`config.mk`:
```
export PLATFORM = sky130hd
export DESIGN_NAME = barrel_shifter_pipe
export DESIGN_NICKNAME = d
export VERILOG_FILES = /design/src/rtl/barrel_shifter_pipe.sv
export SDC_FILE = /design/constraint.sdc
export NUM_CORES = 1
export LEC_CHECK = 0
export CAP_MARGIN = 0
export CORE_ASPECT_RATIO = 0.75
export CORE_MARGIN = 2
export CORE_UTILIZATION = 54
export DETAILED_ROUTE_END_ITERATION = 10
export GPL_TIMING_DRIVEN = 0
export PLACE_DENSITY = 0.79
export RECOVER_POWER = 25
export SETUP_SLACK_MARGIN = 0.15
export SLEW_MARGIN = 40
export SYNTH_ARGS = -nofsm -noshare
export SYNTH_HDL_FRONTEND = slang
export SYNTH_SLANG_ARGS = --single-unit
```
`constraint.sdc`:
```
create_clock -name clk -period 1.32 [get_ports clk]
set_input_delay 0.132 -clock clk [delete_from_list [all_inputs] [get_ports clk]]
set_output_delay 0.132 -clock clk [all_outputs]
set_load 0.01 [all_outputs]
```
`src/rtl/barrel_shifter_pipe.sv`:
```
// Pipelined WIDTH-bit barrel shifter (ROR/ROL/SRL/SRA), one register stage per amount bit.
// Optional SHIFT_STICKY_EN adds out_sticky: OR of all bits shifted out by SRL/SRA.
`timescale 1ns/1ps

module barrel_shifter_pipe #(
    parameter int WIDTH = 8
) (
    input  logic                     clk,
    input  logic                     rst_n,
    input  logic                     in_valid,
    output logic                     in_ready,
    input  logic [WIDTH-1:0]         in_data,
    input  logic [$clog2(WIDTH)-1:0] in_amt,
    input  logic [1:0]               in_op,
    output logic                     out_valid,
    input  logic                     out_ready,
    output logic [WIDTH-1:0]         out_data
`ifdef SHIFT_STICKY_EN
    ,
    output logic                     out_sticky
`endif
);

    localparam int AMT_W  = $clog2(WIDTH);
    localparam int STAGES = AMT_W;

    localparam logic [1:0] OP_ROR = 2'b00;
    localparam logic [1:0] OP_ROL = 2'b01;
    localparam logic [1:0] OP_SRL = 2'b10;
    localparam logic [1:0] OP_SRA = 2'b11;

    // Tap k is the input of stage k; tap STAGES is the pipeline output.
    logic [WIDTH-1:0] tap_data  [STAGES+1];
    logic [AMT_W-1:0] tap_amt   [STAGES+1];
    logic [1:0]       tap_op    [STAGES+1];
    logic             tap_sign  [STAGES+1];
    logic             tap_valid [STAGES+1];
    logic             ready_chain [STAGES+1];
`ifdef SHIFT_STICKY_EN
    logic             tap_sticky [STAGES+1];
`endif

    assign tap_data[0]  = in_data;
    assign tap_amt[0]   = in_amt;
    assign tap_op[0]    = in_op;
    assign tap_sign[0]  = in_data[WIDTH-1];
    assign tap_valid[0] = in_valid;
`ifdef SHIFT_STICKY_EN
    assign tap_sticky[0] = 1'b0;
`endif

    // Ready ripples back from the consumer through every stage's valid bit.
    always_comb begin
        for (int k = 0; k <= STAGES; k++) begin
            ready_chain[k] = 1'b0;
        end
        ready_chain[STAGES] = out_ready;
        for (int k = STAGES - 1; k >= 0; k--) begin
            ready_chain[k] = !tap_valid[k+1] || ready_chain[k+1];
        end
    end

    generate
        for (genvar gi = 0; gi < STAGES; gi++) begin : gen_stage
            localparam int DIST = WIDTH >> (gi + 1);

            logic [WIDTH-1:0] data_reg;
            logic [AMT_W-1:0] amt_reg;
            logic [1:0]       op_reg;
            logic             sign_reg;
            logic             valid_reg;
            logic [WIDTH-1:0] shifted;
            logic             shift_bit;

            assign shift_bit = tap_amt[gi][AMT_W-1-gi];

            always_comb begin
                shifted = tap_data[gi];
                if (shift_bit) begin
                    case (tap_op[gi])
                        OP_ROR:  shifted = {tap_data[gi][DIST-1:0], tap_data[gi][WIDTH-1:DIST]};
                        OP_ROL:  shifted = {tap_data[gi][WIDTH-DIST-1:0], tap_data[gi][WIDTH-1:WIDTH-DIST]};
                        OP_SRL:  shifted = {{DIST{1'b0}}, tap_data[gi][WIDTH-1:DIST]};
                        OP_SRA:  shifted = {{DIST{tap_sign[gi]}}, tap_data[gi][WIDTH-1:DIST]};
                        default: shifted = tap_data[gi];
                    endcase
                end
            end

`ifdef SHIFT_STICKY_EN
            logic sticky_reg;
            logic sticky_next;

            // Only the logical/arithmetic shifts discard bits; rotates keep them all.
            assign sticky_next = tap_sticky[gi]
                               | (shift_bit && tap_op[gi][1] && (|tap_data[gi][DIST-1:0]));

            always_ff @(posedge clk or negedge rst_n) begin
                if (!rst_n) begin
                    sticky_reg <= 1'b0;
                end else if (ready_chain[gi] && tap_valid[gi]) begin
                    sticky_reg <= sticky_next;
                end
            end

            assign tap_sticky[gi+1] = sticky_reg;
`endif

            always_ff @(posedge clk or negedge rst_n) begin
                if (!rst_n) begin
                    data_reg  <= '0;
                    amt_reg   <= '0;
                    op_reg    <= '0;
                    sign_reg  <= 1'b0;
                    valid_reg <= 1'b0;
                end else if (ready_chain[gi]) begin
                    valid_reg <= tap_valid[gi];
                    if (tap_valid[gi]) begin
                        data_reg <= shifted;
                        amt_reg  <= tap_amt[gi];
                        op_reg   <= tap_op[gi];
                        sign_reg <= tap_sign[gi];
                    end
                end
            end

            assign tap_data[gi+1]  = data_reg;
            assign tap_amt[gi+1]   = amt_reg;
            assign tap_op[gi+1]    = op_reg;
            assign tap_sign[gi+1]  = sign_reg;
            assign tap_valid[gi+1] = valid_reg;
        end
    endgenerate

    assign in_ready  = ready_chain[0];
    assign out_valid = tap_valid[STAGES];
    assign out_data  = tap_data[STAGES];
`ifdef SHIFT_STICKY_EN
    assign out_sticky = tap_sticky[STAGES];
`endif

endmodule
```
==> flow_summary.yaml <==
route:
  routed_wl_microns: 5520
  ant_nets: 0
  drc: 0
  num_vias: 1719
  drt_iter0_markers: 218
  viasPerCell: 6.59
  routedWlPerCell_microns: 21.2
  firstDrtPassIters: 4
worst_setup_path:
  critical_path_class: "reg -> reg"
  cp.arrival_ns: 1.46
  worstSetupPathDepth: 4
  cp_top_family: "flip-flops"
  cp_max_fo: 4
  cp_data_required_time_ns: 1.50
  max_stage_delay_ns: 0.37
  rr_worst_depth: 4
  crit_path_start_kind: "flop"
  critPathCaptureType: "flop"
  path_cells: "nand4b_1 -> buf_6 -> nand2_8 -> mux2_2"
  cp_num_buf_inv: 1
  cp_slowest_cell: "dfrtp_2"
timing:
  finalSetupViolCount: 0
  rsz0062_at_grt: "true"
  maxSlewViolCount: 0
  timing.final.crit_share: 0.970
  relSlewSlack: 0.667
  clock_skew_ns: 0.00230
  hold_viol_final: 0
  min_period_ns: 1.28
  max_freq_mhz: 781
  max_slew.worst_pin.slew_ns: 0.499
cts:
  clockBufferDepth: 2
  root_buffer: "clkbuf_8"
  cts_tree: "built"
  numCtsBuffers: 5
  clk_pin_slew_worst_paths_ns: 0.07
  clkLatencyLatePin_ns: 0.29
  h-tree-depth: 2
  cts_sinks: 36
global_route:
  grt-ovfl-total: 0
  antenna_found_initial: 0
  groute.usage.overall: 0.279
  grt_pass1_wl_microns: 8510
  grt_pass1_vias: 1608
  grt_max_degree: 22
cells_and_area:
  fill_cells: 209
  fin_nets: 237
  num_antenna_cells: 0
  stdcell_count: 261
  syn2layout_area_growth_pct: 38.8
  largest_reg_flops: 16
  final_area_sq_um: 2720
  drive_gt1_frac: 0.380
pwr:
  power.density_nw_per_um2: 1510
  ir_drop_v: 0.00145
  leakagePower_uw: 0.00118
  power.total_uw: 4100
worst_hold_path:
  holdPathStages: 2
  hold_class: "in -> reg"
synth:
  synth_ff_type: "dfrtp_1"
  avgSynthCellArea_sq_um: 11.6
  synth_warnings: 0
  seq_area_frac_synth: 0.461
  async_flop_share: 1.00
  synth_area_sq_um: 1960
  synth-edff-count: 0
  synth_cells: 168
  synth.net_count: 185
  ys_ff_latch: 36
  synthDistinctLibCells: 29
die:
  fp-row-count: 18
  initial_core_util: 0.579
  core_area_sq_um: 3380
  dieArea_sq_um: 4120
  die_w_microns: 73.5
  num_io_pins: 27
  fp.dieH_microns: 56.1
placed_design:
  placedInstanceArea_sq_um: 2280
  hpwl_microns: 3390
  io_buffers: 25
  dp_cells: 234
  place_congestion: 0.853
run:
  maxCapViolations: 0
outcome:
  status: "completed"
[worst reg2reg max path, delay by kind of cell, from the launching register on]
kind	cells	cell delay (ns)
flip-flops	1	0.37
AND/OR/NAND/NOR	2	0.26
buffers and inverters	1	0.21
multiplexers	1	0.34
[metal layers]
metal,GRT usage,vias to the layer above,routed length [microns]
li1,-,761,-
met5,0,-,0
met3,0.0634,15,373
met2,0.404,81,2590
met4,0.0883,0,125
met1,0.411,862,2440
[area by class of cell]
cell class	count	area (sq um)	area share
tap	40	50.0	0.0184
clock buffer	8	90.1	0.0332
timing repair buffer	44	398	0.147
inverter	3	18.8	0.00691
sequential	36	905	0.333
multi-input combinational	117	1130	0.417
buffer	13	121	0.0447
[power breakdown]
group          total, uW  switching [uW]  internal (uW)  leakage (uW)
Sequential          1680             289           1390      0.000420
Clock                817             391            426     0.0000455
Combinational       1600             735            866      0.000716
[cells in the mapped netlist, types with 2 or more instances]
cell | number | area [sq um]
a211oi_1 | 14 | 105
a21oi_1 | 4 | 20.0
a31oi_1 | 7 | 43.8
and3b_1 | 13 | 114
buf_2 | 7 | 35.0
buf_6 | 2 | 22.5
clkbuf_2 | 3 | 15.0
dfrtp_1 | 36 | 901
inv_1 | 3 | 11.3
mux2_2 | 13 | 146
mux2_4 | 3 | 45.0
mux2i_1 | 4 | 40.0
nand2_2 | 2 | 12.5
nand2b_1 | 8 | 50.1
nor2_1 | 5 | 18.8
o211ai_1 | 16 | 120
o2bb2ai_1 | 16 | 140
[through the flow]
| step | hold slack [ns] | setup WS [ns] | util | TNS (ns) |
|---|---|---|---|---|
| after CTS | 0.227 | 0.0218 | 0.776 | 0 |
| after global routing | 0.258 | -0.0545 | 0.804 | -0.344 |
| after global placement | 0.434 | -0.765 | 0.668 | -25.90 |
| final | 0.256 | 0.0393 | 0.804 | 0 |
| after floorplan | -0.164 | 0.146 | - | 0 |
| after detailed placement | 0.0893 | -0.363 | 0.675 | -3.60 |
[placed cells by master, fill, tap and decap left out, drive strengths merged, types with 2 or more instances in the layout]
cell type,instances
clkdlybuf4s50,13
a211oi,14
clkinvlp,2
clkbuf,10
buf,31
dlygate4sd2,9
a31oi,7
o211ai,16
mux2,16
nand2b,9
a21oi,4
and3b,13
a221oi,2
dfrtp,36
nor2,5
mux2i,4
o2bb2ai,16
nand2,5
[path summary, 6_finish.rpt]
kind	from	endpoint	slack, ns
setup / recovery	out_valid$_DFFE_PN0P_	gen_stage[0].data_reg[6]$_DFFE_PN0P_	0.04
hold / removal	in_valid	gen_stage[0].data_reg[1]$_DFFE_PN0P_	0.26
setup reg to reg	out_valid$_DFFE_PN0P_	gen_stage[0].data_reg[6]$_DFFE_PN0P_	0.04
hold reg to reg	out_data[3]$_DFFE_PN0P_	out_data[3]$_DFFE_PN0P_	0.49
max in group asynchronous	rst_n	out_valid$_DFFE_PN0P_	0.18
min in group asynchronous	rst_n	out_data[3]$_DFFE_PN0P_	0.29
[logic make-up (layout without fill, tap and decap cells)]
logic type / count (synthesis) / in the layout / synth area share
simple gates: 35 / 36 / 0.136
mux: 20 / 20 / 0.118
buf+inv: 16 / 68 / 0.0467
compound gates: 61 / 61 / 0.239
flops: 36 / 36 / 0.461
[what timing repair did]
action                                  4_1_cts  5_1_grt
endpoints found under the setup margin       37       34
hold buffers                                  1        0
pin swaps                                    16        6
buffers inserted                             13        3
gates cloned                                  2        0
hold endpoints to repair                     15        0
gates resized for setup                      42       29
(Power assumes the default switching activity.)
